==> src/rtl/dm_arbiter.sv <==
// Two-port round-robin arbiter in front of the single-ported 64x32 data memory.
// Supports capped locked bursts and returns registered read data with a one-cycle valid.
module dm_arbiter #(
  parameter int unsigned MAX_BURST = 4
) (
  input  logic        clk,
  input  logic        rst_n,
  input  logic        req0,
  input  logic        req1,
  input  logic        we0,
  input  logic        we1,
  input  logic        lock0,
  input  logic        lock1,
  input  logic [5:0]  addr0,
  input  logic [5:0]  addr1,
  input  logic [31:0] wdata0,
  input  logic [31:0] wdata1,
  output logic        gnt0,
  output logic        gnt1,
  output logic        rvalid0,
  output logic        rvalid1,
  output logic [31:0] rdata0,
  output logic [31:0] rdata1,
  output logic [5:0]  dm_addr,
  output logic        dm_wr,
  output logic        dm_rd,
  output logic [31:0] dm_wdata,
  input  logic [31:0] dm_rdata
);

  typedef enum logic [1:0] {ARB, LOCK0, LOCK1} state_t;

  localparam logic [3:0] MAX_B = 4'(MAX_BURST);

  state_t      fsm_q, fsm_d;
  logic        last_q, last_d;
  logic [3:0]  cnt_q, cnt_d;
  logic        rvalid0_q, rvalid0_d, rvalid1_q, rvalid1_d;
  logic [31:0] rdata0_q, rdata0_d, rdata1_q, rdata1_d;

  logic        hold0, hold1, arb_last, g0, g1;
  logic [3:0]  cnt_inc;

  always_comb begin
    hold0    = (fsm_q == LOCK0) && req0 && (cnt_q < MAX_B);
    hold1    = (fsm_q == LOCK1) && req1 && (cnt_q < MAX_B);
    // A lock that lapses hands contention to the other port.
    arb_last = (fsm_q == LOCK0) ? 1'b0 : (fsm_q == LOCK1) ? 1'b1 : last_q;
    cnt_inc  = (hold0 || hold1) ? cnt_q + 4'd1 : 4'd1;
    g0 = 1'b0;
    g1 = 1'b0;
    if (rst_n) begin
      if (hold0) begin
        g0 = 1'b1;
      end else if (hold1) begin
        g1 = 1'b1;
      end else if (req0 && req1) begin
        g0 = arb_last;
        g1 = ~arb_last;
      end else begin
        g0 = req0;
        g1 = req1;
      end
    end
  end

  always_comb begin
    fsm_d     = ARB;
    cnt_d     = 4'd0;
    last_d    = last_q;
    rvalid0_d = g0 && !we0;
    rvalid1_d = g1 && !we1;
    rdata0_d  = rdata0_q;
    rdata1_d  = rdata1_q;
    if (g0) begin
      last_d = 1'b0;
      cnt_d  = cnt_inc;
      if (lock0 && (cnt_inc < MAX_B)) fsm_d = LOCK0;
      if (!we0) rdata0_d = dm_rdata;
    end else if (g1) begin
      last_d = 1'b1;
      cnt_d  = cnt_inc;
      if (lock1 && (cnt_inc < MAX_B)) fsm_d = LOCK1;
      if (!we1) rdata1_d = dm_rdata;
    end
  end

  always_ff @(posedge clk or negedge rst_n) begin
    if (!rst_n) begin
      fsm_q     <= ARB;
      last_q    <= 1'b1;
      cnt_q     <= 4'd0;
      rvalid0_q <= 1'b0;
      rvalid1_q <= 1'b0;
      rdata0_q  <= 32'd0;
      rdata1_q  <= 32'd0;
    end else begin
      fsm_q     <= fsm_d;
      last_q    <= last_d;
      cnt_q     <= cnt_d;
      rvalid0_q <= rvalid0_d;
      rvalid1_q <= rvalid1_d;
      rdata0_q  <= rdata0_d;
      rdata1_q  <= rdata1_d;
    end
  end

  // dm_rd on writes makes the memory forward wdata instead of the stored word.
  assign gnt0     = g0;
  assign gnt1     = g1;
  assign dm_wr    = (g0 && we0) || (g1 && we1);
  assign dm_rd    = dm_wr;
  assign dm_addr  = g1 ? addr1 : addr0;
  assign dm_wdata = g1 ? wdata1 : wdata0;
  assign rvalid0  = rvalid0_q;
  assign rvalid1  = rvalid1_q;
  assign rdata0   = rdata0_q;
  assign rdata1   = rdata1_q;

endmodule

==> config.mk <==
export PLATFORM = sky130hd
export DESIGN_NAME = dm_arbiter
export DESIGN_NICKNAME = d
export VERILOG_FILES = /design/src/rtl/dm_arbiter.sv
export SDC_FILE = /design/constraint.sdc
export NUM_CORES = 1
export LEC_CHECK = 0
export BUFFER_PORTS_ARGS = -buffer_cell sky130_fd_sc_hd__buf_2
export CAP_MARGIN = 20
export CORE_MARGIN = 5
export CORE_UTILIZATION = 49
export DETAILED_ROUTE_END_ITERATION = 6
export PLACE_DENSITY = 0.87
export SLEW_MARGIN = 0
export SYNTH_ARGS = -nofsm -noshare
export SYNTH_HDL_FRONTEND = slang
export SYNTH_SLANG_ARGS = --single-unit
==> constraint.sdc <==
create_clock -name clk -period 4.03 [get_ports clk]
set_clock_uncertainty 0.1 [all_clocks]
set_input_delay 0.2015 -clock clk [delete_from_list [all_inputs] [get_ports clk]]
set_output_delay 0.2015 -clock clk [all_outputs]
set_load 0.01 [all_outputs]
Yosys cells after proc, flatten, opt, wreduce, memory -nomap -nowiden
Index checks and enable logic that the tools add are counted.

word-level totals
  memories kept = 0
  register bits = 73
  input bits = 116
  latch bits = 0
  memory bits (writable) = 0
  memory bits (read-only) = 0
  logic and storage cells = 55

operators by class
  $add $sub $neg = 1
  div/mod/pow operators = 0
  multiply operators = 0
  shifts and indexed selects = 0
  equal/unequal tests = 2
  muxes and demuxes = 21
  reduce and logical (&&, ||, !) cells = 18
  magnitude comparators = 2
  bitwise operators = 4

operator list
  kind                   count
  $mux W32               1
  $mux W1                13
  $mux W4                3
  $logic_and A1 B1 Y1    11
  $lt A4 B3 Y1 const B   2
  $mux W2                3
  $mux W6                1
  $add A4 B1 Y4 const B  1
  $not A1 Y1             4
  $reduce_and A3 Y1      1
  $eq A2 B1 Y1 const B   1
  $eq A2 B2 Y1 const B   1
  $logic_not A1 Y1       2
  $logic_or A1 B1 Y1     2
  $reduce_and A2 Y1      1
  $reduce_bool A2 Y1     1

Depth between registers and ports, before layout
  depth after elaboration = 10
  gate-level depth with buffers = 7

Worst setup path after synthesis
OpenSTA, ideal clock, no wires.

  path type = reg2out
  start point = register last_q
  end point = output dm_wr
  cell stages (with the launch flop) = 8
  path buffers = 3
  arrival = 1.721 ns
  slack = 2.008 ns
  data required time = 3.728 ns
  cell sequence = dfstp_2 > nor2_1 > o31a_1 > o211a_1 > buf_6 > buf_6 > a32o_1 > buf_4

between the ends
  word-level cells in the longest chain between the ends = 9
  elaborated cells between the ends (all ways) = 14
  those cells by class = 10 x mux; 1 x bitwise; 3 x reduce/logical

ends and longest elaborated chain
  element                 line  text
  start, declared         36    logic last_q, last_d;
  start signal, assigned  99    last_q <= last_d;
  $mux W1 (2 in series)   48    arb_last = (fsm_q == LOCK0) ? 1'b0 : (fsm_q == LOCK1) ? 1'b1 : last_q;
  $not A1 Y1              59    g1 = ~arb_last;
  $mux W1                 57    end else if (req0 && req1) begin
  $mux W1                 55    end else if (hold1) begin
  $mux W1                 53    if (hold0) begin
  $mux W1                 52    if (rst_n) begin
  net gnt1                19    output logic gnt1,
  $logic_and A1 B1 Y1     111   assign dm_wr = (g0 && we0) || (g1 && we1);
  $logic_or A1 B1 Y1      111
  end, declared           25    output logic dm_wr,

The timed path passes the listed nets, and every way through them passes these cells.

Worst setup path after layout
  start point = register fsm_q[1]
  end point = output dm_wdata[25]

between the ends
  word-level cells in the longest chain between the ends = 9
  elaborated cells between the ends (all ways) = 14
  those cells by class = 2 x eq/ne; 7 x mux; 1 x bitwise; 4 x reduce/logical

ends and longest elaborated chain
  element                 line    text
  start, declared         35      state_t fsm_q, fsm_d;
  start signal, assigned  98      fsm_q <= fsm_d;
  $eq A2 B2 Y1            46, 48
  $mux W1 (2 in series)   48
  $not A1 Y1              59
  $mux W1                 57
  $mux W1                 55
  $mux W1 (*)             53
  $mux W1 (*)             52
  $mux W32 (*)            114     assign dm_wdata = g1 ? wdata1 : wdata0;
  end, declared           27      output logic [31:0] dm_wdata,

Every way passes the cells marked *; elsewhere a longest branch is shown, timed or not.

==> results.cfg <==
[sta]
finalHoldViolations = 0
period_needed_ps = 3300
setup_viol = 0
relSlewSlack = 0.276
fin_setup_tns_ps = 0
grt_setup_unrepaired = no
finalCritPeriodShare = 0.818
worst_pin_slew_ps = 1090
max_freq_ghz = 0.303
drv_slew = 0

[die]
die_area_mm2 = 0.0104
fp.dieW_um = 102
io-pin-count = 224
core_mm2 = 0.00822
initial_core_util = 0.502
die_h_um = 102
num_rows = 33

[placement]
portBuffers = 223
place.gp.congestion = 0.864
placed_cells = 640
dpl.hpwl_um = 9140
postPlaceCellArea_mm2 = 0.00520

[yosys]
ys_types = 33
syn_inst = 338
syn_nets = 455
yosys_warnings = 0
syn_area_mm2 = 0.00413
synth_area_per_cell_um2 = 12.2
seq_area_frac_synth = 0.443
ys_ff_latch = 73

[clock_network]
insertion_delay_ps = 340
cts_sinks = 73
cts_buffers = 9
cts.path.max_buffers = 2
post_cts.repair.setup_buffers = 0
cts_root_buf = clkbuf_8
tritoncts = built
clkTransAtPathRegs_ps = 80
htreeDepth = 3

[setup_path]
cp_slowest_stage_delay_ps = 500
cp-end-kind = primary output
crit_arrival_ps = 2990
required_ps = 3730
path_class = reg2out
cpMostUsedCell = buf_4
start_kind = flop
rrSetupSlack_ps = 1140
cp_slowest_cell = nand2_1
crit_chain = and3b_1 > nand2_1 > buf_4 > o211a_2 > buf_4 > mux2_2 > buf_2
critPathBufInv = 3
crit_fanout = 24
crit_family = buffers and inverters

[run_status]
status = completed

[power]
power_uw = 2390
power_density_mw_per_mm2 = 426
ir_drop_mv = 0.263
p_leak_uw = 0.00268

[final_layout]
stdcell_count = 676
area_growth_pct = 36.3
fin_util = 0.685
layout-drive-gt1-share = 0.576
fin_nets = 683
finalInstanceArea_mm2 = 0.00563
n_antenna_cell = 0

[routing]
vias = 3704
wirelength_um = 12600
postRouteAntennaNets = 0
via_per_inst = 5.48
drtPass1Iterations = 4
initialDrtViolationCount = 234
wire_per_inst_um = 18.6
drc = 0

[global_routing]
track_usage = 0.243
grt-ovfl-total = 0
grt_max_degree = 44
antenna_found_initial = 0
grt_pass1_vias = 3811
grt_first_pass_wirelength_um = 19700

[min_path]
hp-class = in2reg

[run]
maxCapViolations = 0
## through the flow
step	setup WS (ps)	hold slack, ps
finish	734	15.5
floorplan	2010	-194
detailed placement	1140	89.0
CTS	745	0.290
global route	568	3.22
global placement	1200	82.6
## final cells by class
class / count / area (um2)
sequential: 73 / 1830
fill: 618 / 2590
tap: 105 / 131
multi-input combinational: 228 / 2040
clock buffer: 10 / 138
inverter: 3 / 11.3
timing repair buffer: 251 / 1390
clock inverter: 6 / 90.1
## power by group
| part | leakage (uW) | switching [uW] | internal [uW] | total, uW |
|---|---|---|---|---|
| clock | 0.000113 | 274 | 367 | 641 |
| combinational | 0.00175 | 378 | 413 | 791 |
| sequential | 0.000811 | 87.8 | 875 | 962 |
## final timing paths
check	cells past startpoint	startpoint	endpoint
max	7	fsm_q[1]$_DFF_PN0_	dm_wdata[25]
min	2	dm_rdata[10]	rdata1[10]$_DFFE_PN0P_
max in group asynchronous	3	rst_n	last_q$_DFFE_PN1P_
min in group asynchronous	2	rst_n	rdata1[30]$_DFFE_PN0P_
min reg2reg	1	rdata1[28]$_DFFE_PN0P_	rdata1[28]$_DFFE_PN0P_
max reg2reg	6	fsm_q[1]$_DFF_PN0_	rdata0[8]$_DFFE_PN0P_
## cell usage in the layout (no fill, tap or decap), drive strengths merged, types with 2 or more instances in the layout
master,count
buf,231
o21ai,33
o211ai,65
o21a,2
nand2,34
and3b,2
mux2,70
bufinv,2
inv,4
dlygate4sd3,20
clkinv,2
nor2,6
dfrtp,72
clkbuf,10
## worst register-to-register path, delay by kind of cell, from the launching register on
kind                   cells  cell delay, ps
AO/OA/AOI/OAI              2             800
buffers and inverters      2             750
flip-flops                 1             380
AND/OR/NAND/NOR            2             720
## synthesized netlist by cell type
library cell / count / area share
o211ai_2: 7 / 0.021
a2bb2oi_1: 1 / 0.0021
a21o_1: 1 / 0.0018
o21a_1: 2 / 0.0036
mux2_2: 6 / 0.016
nand2_1: 34 / 0.031
o21ai_0: 33 / 0.040
and2_4: 1 / 0.0021
o2bb2ai_1: 1 / 0.0021
and3_1: 1 / 0.0015
o211ai_1: 58 / 0.11
and4_1: 1 / 0.0021
nor2_1: 6 / 0.0055
o211a_1: 1 / 0.0024
dfrtp_1: 72 / 0.44
mux2_4: 64 / 0.23
inv_1: 3 / 0.0027
a21boi_1: 1 / 0.0018
o2111a_1: 1 / 0.0027
o31a_1: 1 / 0.0021
a32o_1: 1 / 0.0024
buf_12: 3 / 0.015
and3b_1: 2 / 0.0042
nor3_1: 1 / 0.0012
dfstp_2: 1 / 0.0064
or4b_1: 1 / 0.0024
ha_1: 1 / 0.0030
buf_4: 1 / 0.0018
conb_1: 1 / 0.00091
buf_6: 9 / 0.025
and4b_1: 1 / 0.0024
clkbuf_1: 19 / 0.017
buf_2: 2 / 0.0024
## repair_timing
action                                 4_1_cts  5_1_grt
endpoints found under the hold margin       52        2
hold buffers                                18        2
resized for setup                            0        0
## routing by layer
layer	track usage	share of wire
met2	0.401	0.51
met1	0.322	0.39
met5	0	0
met4	0.0767	0.021
met3	0.0496	0.079
## flip-flops by register name, summed over array words and instances (netlist names)
register and cells:
cnt_q 4, fsm_q 2, last_q 1, rdata0 32, rdata1 32, rvalid0 1, rvalid1 1
## cells by family after synthesis
logic type / share of synthesized area
adder cells (fa/ha/maj): 0.00303
other: 0.000909
flip-flops: 0.443
multiplexers: 0.249
AND/OR/NAND/NOR: 0.0525
AO/OA/AOI/OAI: 0.188
buffers and inverters: 0.0634
Note: power is estimated with default switching activity, not from simulation.
